==> src/rtl/ignition_angle_tracker_pkg.sv <==
// Shared EFI encodings: stroke phases, tracker states, build config.
// Also read by ignition_control.
`ifndef CFG_CYLINDERS
`define CFG_CYLINDERS 4
`endif
`ifndef CFG_TEETH_PER_REV
`define CFG_TEETH_PER_REV 36
`endif

package ignition_angle_tracker_pkg;

  localparam int CFG_CYLINDERS = `CFG_CYLINDERS;
  localparam int CFG_HALF_REV  = `CFG_TEETH_PER_REV / 2;

  typedef enum logic [1:0] {
    STROKE_INTAKE      = 2'b00,
    STROKE_COMPRESSION = 2'b01,
    STROKE_COMBUSTION  = 2'b10,
    STROKE_EXHAUST     = 2'b11
  } stroke_e;

  typedef enum logic [2:0] {
    TRK_IDLE  = 3'd0,
    TRK_ARMED = 3'd1,
    TRK_COUNT = 3'd2,
    TRK_READY = 3'd3,
    TRK_DONE  = 3'd4
  } trk_state_e;

endpackage

==> src/rtl/ignition_angle_tracker_edge.sv <==
// Registers the stroke phase and flags entry into
// compression and exhaust.
module stroke_edge_detect
  import ignition_angle_tracker_pkg::*;
(
  input  logic       clk,
  input  logic       reset_n,
  input  logic [1:0] stroke_i,
  output logic       comp_start_o,
  output logic       exhaust_start_o
);

  logic [1:0] stroke_q;

  always_ff @(posedge clk or negedge reset_n) begin
    if (!reset_n) stroke_q <= STROKE_EXHAUST;
    else          stroke_q <= stroke_i;
  end

  assign comp_start_o =
    (stroke_i == STROKE_COMPRESSION) &&
    (stroke_q != STROKE_COMPRESSION);
  assign exhaust_start_o =
    (stroke_i == STROKE_EXHAUST) &&
    (stroke_q != STROKE_EXHAUST);

endmodule

==> src/rtl/ignition_angle_tracker.sv <==
// Tracks crank angle through compression and flags the
// per-cylinder advance point for the ignition FSM.
module ignition_angle_tracker
  import ignition_angle_tracker_pkg::*;
#(
  parameter int CYLINDERS       = CFG_CYLINDERS,
  parameter int ANGLE_W         = 8,
  parameter int HALF_REV_TICKS  = CFG_HALF_REV,
  parameter int MAX_ADVANCE     = 15,
  parameter int DEFAULT_ADVANCE = 1,
  parameter int CYL_W =
    (CYLINDERS > 1) ? $clog2(CYLINDERS) : 1
) (
  input  logic                 clk,
  input  logic                 reset_n,
  input  logic                 on,
  input  logic [1:0]           stroke,
  input  logic                 crank_tick,
  input  logic                 cal_ignition,
  input  logic [ANGLE_W-1:0]   advance_ticks,
  input  logic [CYL_W-1:0]     cyl_idx,
  input  logic                 ignite,
  output logic [CYLINDERS-1:0] btdc_ready,
  output logic [ANGLE_W-1:0]   tick_count,
  output logic                 adv_clamped,
  output logic                 missed_cal
);

  localparam logic [ANGLE_W-1:0] MAX_A = ANGLE_W'(MAX_ADVANCE);
  localparam logic [ANGLE_W-1:0] DEF_A = ANGLE_W'(DEFAULT_ADVANCE);
  localparam logic [ANGLE_W-1:0] HALF  = ANGLE_W'(HALF_REV_TICKS);

  trk_state_e           state_q, state_d;
  logic [ANGLE_W-1:0]   adv_q, adv_d;
  logic                 advv_q, advv_d;
  logic [CYL_W-1:0]     cyl_q, cyl_d;
  logic [ANGLE_W-1:0]   tick_q, tick_d;
  logic [CYLINDERS-1:0] rdy_q, rdy_d;
  logic                 clamp_q, clamp_d;
  logic                 miss_q, miss_d;

  logic                 comp_start, exh_start;
  logic                 over, can_latch, in_comp, exh_now;
  logic [ANGLE_W-1:0]   lat_val, tick_inc, target;

  stroke_edge_detect u_edge (
    .clk             (clk),
    .reset_n         (reset_n),
    .stroke_i        (stroke),
    .comp_start_o    (comp_start),
    .exhaust_start_o (exh_start)
  );

  assign over      = advance_ticks > MAX_A;
  assign lat_val   = over ? MAX_A : advance_ticks;
  assign tick_inc  = tick_q + 1'b1;
  assign target    = HALF - adv_q;
  assign in_comp   = stroke == STROKE_COMPRESSION;
  assign exh_now   = exh_start || (stroke == STROKE_EXHAUST);
  assign can_latch = cal_ignition && !advv_q &&
    ((state_q == TRK_IDLE) || (state_q == TRK_ARMED));

  always_comb begin
    state_d = state_q;
    adv_d   = adv_q;
    advv_d  = advv_q;
    cyl_d   = cyl_q;
    tick_d  = tick_q;
    rdy_d   = rdy_q;
    clamp_d = clamp_q;
    miss_d  = miss_q;
    if (!on) begin
      state_d = TRK_IDLE;
      rdy_d   = '0;
      tick_d  = '0;
      advv_d  = 1'b0;
    end else begin
      if (can_latch) begin
        adv_d  = lat_val;
        advv_d = 1'b1;
        if (over) clamp_d = 1'b1;
      end
      unique case (state_q)
        TRK_IDLE: state_d = TRK_ARMED;
        TRK_ARMED: begin
          if (comp_start) begin
            if (!advv_q && !cal_ignition) begin
              adv_d  = DEF_A;
              miss_d = 1'b1;
            end
            cyl_d   = cyl_idx;
            tick_d  = '0;
            state_d = TRK_COUNT;
          end
        end
        TRK_COUNT: begin
          // stroke ended before the advance point
          if (!in_comp) begin
            state_d = TRK_DONE;
          end else if (crank_tick) begin
            tick_d = tick_inc;
            if (tick_inc == target) begin
              rdy_d   = CYLINDERS'(1) << cyl_q;
              state_d = TRK_READY;
            end
          end
        end
        TRK_READY: begin
          if (crank_tick && (tick_q < HALF))
            tick_d = tick_inc;
          if (ignite || !in_comp) begin
            rdy_d   = '0;
            state_d = TRK_DONE;
          end
        end
        TRK_DONE: begin
          if (exh_now) begin
            advv_d  = 1'b0;
            clamp_d = 1'b0;
            miss_d  = 1'b0;
            state_d = TRK_ARMED;
          end
        end
        default: state_d = TRK_IDLE;
      endcase
    end
  end

  always_ff @(posedge clk or negedge reset_n) begin
    if (!reset_n) begin
      state_q <= TRK_IDLE;
      adv_q   <= DEF_A;
      advv_q  <= 1'b0;
      cyl_q   <= '0;
      tick_q  <= '0;
      rdy_q   <= '0;
      clamp_q <= 1'b0;
      miss_q  <= 1'b0;
    end else begin
      state_q <= state_d;
      adv_q   <= adv_d;
      advv_q  <= advv_d;
      cyl_q   <= cyl_d;
      tick_q  <= tick_d;
      rdy_q   <= rdy_d;
      clamp_q <= clamp_d;
      miss_q  <= miss_d;
    end
  end

  assign btdc_ready  = rdy_q;
  assign tick_count  = tick_q;
  assign adv_clamped = clamp_q;
  assign missed_cal  = miss_q;

endmodule
==> config.mk <==
export PLATFORM = sky130hd
export DESIGN_NAME = ignition_angle_tracker
export DESIGN_NICKNAME = d
export VERILOG_FILES = /design/src/rtl/ignition_angle_tracker_pkg.sv /design/src/rtl/ignition_angle_tracker_edge.sv /design/src/rtl/ignition_angle_tracker.sv
export SDC_FILE = /design/constraint.sdc
export NUM_CORES = 1
export LEC_CHECK = 0
export CAP_MARGIN = 20
export CORE_ASPECT_RATIO = 1.25
export CORE_UTILIZATION = 56
export CTS_CLUSTER_SIZE = 25
export DETAILED_ROUTE_END_ITERATION = 7
export GPL_TIMING_DRIVEN = 0
export PLACE_DENSITY = 0.84
export SYNTH_ARGS = -nofsm -noshare
export SYNTH_HDL_FRONTEND = slang
export SYNTH_SLANG_ARGS = --single-unit
==> constraint.sdc <==
create_clock -name clk -period 3.1 [get_ports clk]
set_input_delay 0.31 -clock clk [delete_from_list [all_inputs] [get_ports clk]]
set_output_delay 0.31 -clock clk [all_outputs]
set_load 0.01 [all_outputs]
[Word level (Yosys, flattened, before mapping)]
Index checks and enable logic that the tools add are counted.
W data, S select, Z words.
Word-level totals
  register bits: 30
Operators by class
  $add $sub $neg: 2
  magnitude comparators: 2
  equality and inequality tests: 23
  shifts and indexed selects: 1
  muxes and demuxes: 37
  reductions and logical operators: 19
Operators by type and width (number)
  $mux W8: 10
  $pmux W8 S3: 1
  $mux W3: 7
  $ne A3 B3 Y1 const B: 7
  $mux W4: 5
  $reduce_and A5 Y1: 4
  $pmux W3 S5: 1
  $mux W1: 11
  $add A8 B1 Y8 const B: 1
  $eq A8 B8 Y1: 1
  $gt A8 B4 Y1 const B: 1
  $lt A8 B5 Y1 const B: 1
  $ne A4 B4 Y1 const B: 2
  $pmux W4 S2: 1
  $sub A5 B8 Y8 const A: 1
  $eq A3 B2 Y1 const B: 2
  $logic_and A1 B1 Y1: 6
  $ne A2 B2 Y1 const B: 3
  $ne A2 B1 Y1 const B: 2
  $ne A4 B1 Y1 const B: 1
  $shl A1 B2 Y4 const A: 1
  $eq A3 B1 Y1 const B: 1
  $eq A3 B3 Y1 const B: 1
  $logic_not A1 Y1: 3
  other kinds (8): 10

[Longest topological paths before layout]
  depth after elaboration: 7
  depth in mapped cells: 8
  mapped depth without buffers: 7

[Modules after synthesis]
From an unflattened synthesis, not the netlist that was laid out.
Unflattened totals
  cell total of the unflattened synthesis: 191
  area, all modules: 1846.8 µm²
Modules (own cells, without submodules)
  ignition_angle_tracker: instances 1, cells each 185, area an instance 1766.7 µm², sequential area each 701.9 µm²
  stroke_edge_detect: instances 1, cells each 6, area an instance 80.1 µm², sequential area each 52.6 µm²

[Worst setup path after synthesis]
No wires, ideal clock.
  path type: flip-flop to flip-flop
  from: register adv_q[1]
  to: register state_q[0]
  setup time: 0.137 ns
  data arrival time: 1.951 ns
  data required time: 2.963 ns
  setup slack: 1.012 ns
  cell stages (with the launch flop): 8
  buffers on the path: 0
  period minus slack after synthesis: 2.088 ns
  cell sequence: dfrtp_1 ha_1 o31a_1 or3_1 o221ai_1 o22ai_1 a2111oi_0 nor3b_1
On the way
  cells in the longest elaborated chain, start to end: 4
RTL lines
  start: declaration: line ignition_angle_tracker.sv:34  | logic [ANGLE_W-1:0] adv_q, adv_d;
  start signal: assignment: line ignition_angle_tracker.sv:141  | adv_q <= adv_d;
  $sub A5 B8 Y8: line ignition_angle_tracker.sv:57  | assign target = HALF - adv_q;
  $eq A8 B8 Y1: line ignition_angle_tracker.sv:102  | if (tick_inc == target) begin
  $ne A4 B4 Y1 (no line)
  $reduce_and A5 Y1 (no line)
  end signal: assignment: line ignition_angle_tracker.sv:140  | state_q <= state_d;
  end: declaration: line ignition_angle_tracker.sv:33  | trk_state_e state_q, state_d;
Every way passes these cells.
A chain may end at the register's enable or synchronous reset.

[Final worst setup path]
  from: register tick_q[0] (netlist: tick_count[0])
  to: register rdy_q[1] (netlist: btdc_ready[1])
On the way
  cells in the longest elaborated chain, start to end: 4
RTL lines
  start: declaration: line ignition_angle_tracker.sv:37  | logic [ANGLE_W-1:0] tick_q, tick_d;
  start signal: assignment: line ignition_angle_tracker.sv:144  | tick_q <= tick_d;
  $add A8 B1 Y8: line ignition_angle_tracker.sv:56  | assign tick_inc = tick_q + 1'b1;
  $eq A8 B8 Y1: line ignition_angle_tracker.sv:102
  $ne A3 B3 Y1 (no line)
  $reduce_and A5 Y1 (no line)
  end signal: assignment: line ignition_angle_tracker.sv:145  | rdy_q <= rdy_d;
  end: declaration: line ignition_angle_tracker.sv:38  | logic [CYLINDERS-1:0] rdy_q, rdy_d;
Every way passes these cells.

==> flow_summary.json <==
{
  "detail_route.drc_violations": 0,
  "power.internal_uw": 644,
  "max_freq_ghz": 0.414,
  "synthesis.area_sq_um": 1820,
  "cp.required_ns": 3.32,
  "grt_pass1_wl_microns": 7460,
  "power_frac_comb_pct": 16.8,
  "cts_sinks": 30,
  "synth_seq_cells": 30,
  "floorplan.initialDensity_pct": 60.1,
  "clkTransAtPathRegs_ns": 0.10,
  "final_nets": 257,
  "hold_path.class": "input pin to asynchronous set/reset pin",
  "placementRows": 22,
  "synth_top_area_cell": "dfrtp_1",
  "clockPowerShare_pct": 33.5,
  "end_kind": "flip-flop",
  "cap_viol_max_count": 0,
  "fin_crit_sh_pct": 77.9,
  "cpMaxStageDelayCell": "dfrtp_1",
  "drtIter0Drc": 81,
  "antenna_found_initial": 0,
  "switching_share_pct": 27.1,
  "outcome": "completed",
  "overflow": 0,
  "r2r_start": "tick_count[0]",
  "drive_above_1_share_pct": 9.66,
  "area_delta_synth_final_pct": 25.4,
  "tightest_slew_ns": 0.742,
  "grt_use_total_pct": 29.5,
  "ctsHoldBuffers": 0,
  "yosys_warnings": 0,
  "p_switching_uw": 239,
  "crit_start": "tick_count[0]",
  "fp.dieH_microns": 65.7,
  "synth_area_per_cell_sq_um": 9.19,
  "synth_common_cells": "27 x dfrtp_1, 17 x nor2_1, 16 x nand2_1",
  "wl_per_cell_microns": 16.2,
  "routed_wl_microns": 4430,
  "peakVddDrop_uv": 377,
  "cts_root_buf": "clkbuf_4",
  "critPathLaunchType": "flip-flop",
  "yosysTopAreaCellShare_pct": 37.1,
  "gp_congestion": 0.906,
  "max_stage_delay_ns": 0.48,
  "max_slew_margin_pct": 50.2,
  "power_density_nw_per_um2": 387,
  "synthCells": 198,
  "viasPerCell": 6.10,
  "async_reset_ff_share_pct": 100,
  "clk-insertion-delay-late_ns": 0.33,
  "yosysMostFrequentCell": "dfrtp_1",
  "hold_violations": 0,
  "crit_path_cell_trace": "ha_1 > nand3_1 > xnor2_1 > xnor2_1 > nor4_2 > nand4_2 > mux2i_1",
  "dieArea_sq_um": 3480,
  "p_leak_uw": 0.000947,
  "post_cts_buffers": 0,
  "rsz0062_at_grt": "no",
  "io_pins": 32,
  "grt_max_degree": 22,
  "vias": 1671,
  "crit_fanout": 8,
  "crit_type": "flip-flop to flip-flop",
  "setup_tns_ns": 0,
  "critical_path.most_common_cell": "xnor2_1",
  "crit_arrival_ns": 2.63,
  "syn_nets": 218,
  "cts_buffer_depth": 2,
  "fin_area_sq_um": 2280,
  "cts_tree": "yes",
  "die_w_microns": 53.0,
  "htreeDepth": 2,
  "synth-seq-area-share_pct": 41.5,
  "core_sq_um": 3030,
  "antenna_cells": 0,
  "final_antenna_net_count": 0,
  "yosys-top-cells-area": "dfrtp_1 37%, dfstp_2 4.3%, xnor2_1 4.3%, nor3_1 3.9%, o21ai_0 3.9%",
  "power_frac_seq_pct": 49.7,
  "placed_cell_area_sq_um": 2200,
  "setup_violations": 0,
  "io_buffers": 31,
  "drv_slew": 0,
  "first_global_vias": 1756,
  "skew_ns": 0.00735,
  "dpl.hpwl_microns": 3330,
  "cts_resized": 0,
  "synth-main-ff-cell": "dfrtp_1",
  "yosys.cell_types.count": 47,
  "dr.pass1.iters": 4,
  "numCtsBuffers": 5,
  "synth-edff-count": 0,
  "period_minus_slack_ns": 2.42
}
## state kept, by name (all words and copies together), names as in the netlist
signal           cells
advv_q               1
cyl_q                2
btdc_ready           4
u_edge.stroke_q      2
adv_q                8
missed_cal           1
adv_clamped          1
tick_count           8
state_q              3
## layout make-up
class                           instances  area (sq um)
Sequential cell                        30           754
Tap cell                               36          45.0
Clock buffer                            8          78.8
Inverter                                6          22.5
Multi-Input combinational cell        153          1000
Fill cell                             239           747
Buffer                                  9          41.3
Timing Repair Buffer                   32           338
## per-stage QoR
step | power, uW | hold slack [ns] | setup WS (ns) | instances | util, %
6_report | 883 | 0.337 | 0.685 | 274 | 75.3
5_1_grt | 915 | 0.353 | 0.447 | 274 | 75.3
3_3_place_gp | 579 | 0.510 | 0.522 | 265 | 71.8
2_1_floorplan | 521 | 0.0144 | 1.01 | 198 | -
4_1_cts | 884 | 0.335 | 0.701 | 274 | 75.3
3_5_place_dp | 592 | 0.514 | 0.478 | 266 | 72.7
## path summary, 6_finish.rpt
check                      slack, ns  cells after the start       endpoint
min reg2reg                     0.54                      1       adv_q[7]
max in group asynchronous       2.19                      2       adv_q[0]
max                             0.68                      7  btdc_ready[1]
max reg2reg                     0.68                      7  btdc_ready[1]
min in group clk                0.54                      1       adv_q[7]
min                             0.34                      1  tick_count[4]
## power by group through the flow
stage	clock [uW]	combinational [uW]	sequential (uW)
CTS	299	148	437
detailed placement	0	147	445
floorplan	0	79.9	441
finish	296	149	438
global route	314	162	439
global placement	0	137	443
## cell families after synthesis
logic type | Yosys count | synth area share [%]
AOI/OAI and AO/OA | 48 | 17.7
xor gates and xnor gates | 15 | 8.73
buffers and inverters | 15 | 3.51
and+or+nand+nor | 81 | 23.2
DFF | 30 | 41.5
adders and majority gates | 2 | 1.38
muxes | 7 | 3.99
## cell usage in the layout (no fill, tap or decap), types with 3 or more instances in the layout
| cell | count |
|---|---|
| nand3_1 | 6 |
| a21oi_1 | 5 |
| buf_2 | 5 |
| clkbuf_8 | 3 |
| and2_1 | 4 |
| nand2_1 | 16 |
| dfstp_2 | 3 |
| xor2_1 | 4 |
| clkdlybuf4s50_1 | 31 |
| nor2b_1 | 6 |
| nor2_1 | 17 |
| inv_1 | 6 |
| nor3_1 | 14 |
| clkbuf_1 | 3 |
| nand2b_1 | 3 |
| a31oi_1 | 4 |
| clkbuf_4 | 5 |
| dfrtp_1 | 27 |
| o21ai_0 | 14 |
| o21a_1 | 4 |
| or3_1 | 4 |
| mux2i_1 | 5 |
| o31ai_1 | 5 |
| xnor2_1 | 9 |
## critical path: cells and delay by family, from the launching register on
| family | cells | cell delay [ns] |
|---|---|---|
| xor gates and xnor gates | 2 | 0.40 |
| adders and majority gates | 1 | 0.28 |
| and+or+nand+nor | 3 | 0.94 |
| muxes | 1 | 0.19 |
| DFF | 1 | 0.48 |
## layer usage
metal / track usage (%) / part of all wire [%] / vias to the layer above
li1: - / - / 793
met1: 30.4 / 38 / 793
met2: 52.4 / 54 / 69
met3: 8.80 / 4.9 / 16
met4: 14.8 / 2.4 / 0
met5: 0 / 0 / -
No activity file was read; power rests on OpenSTA's default activity.
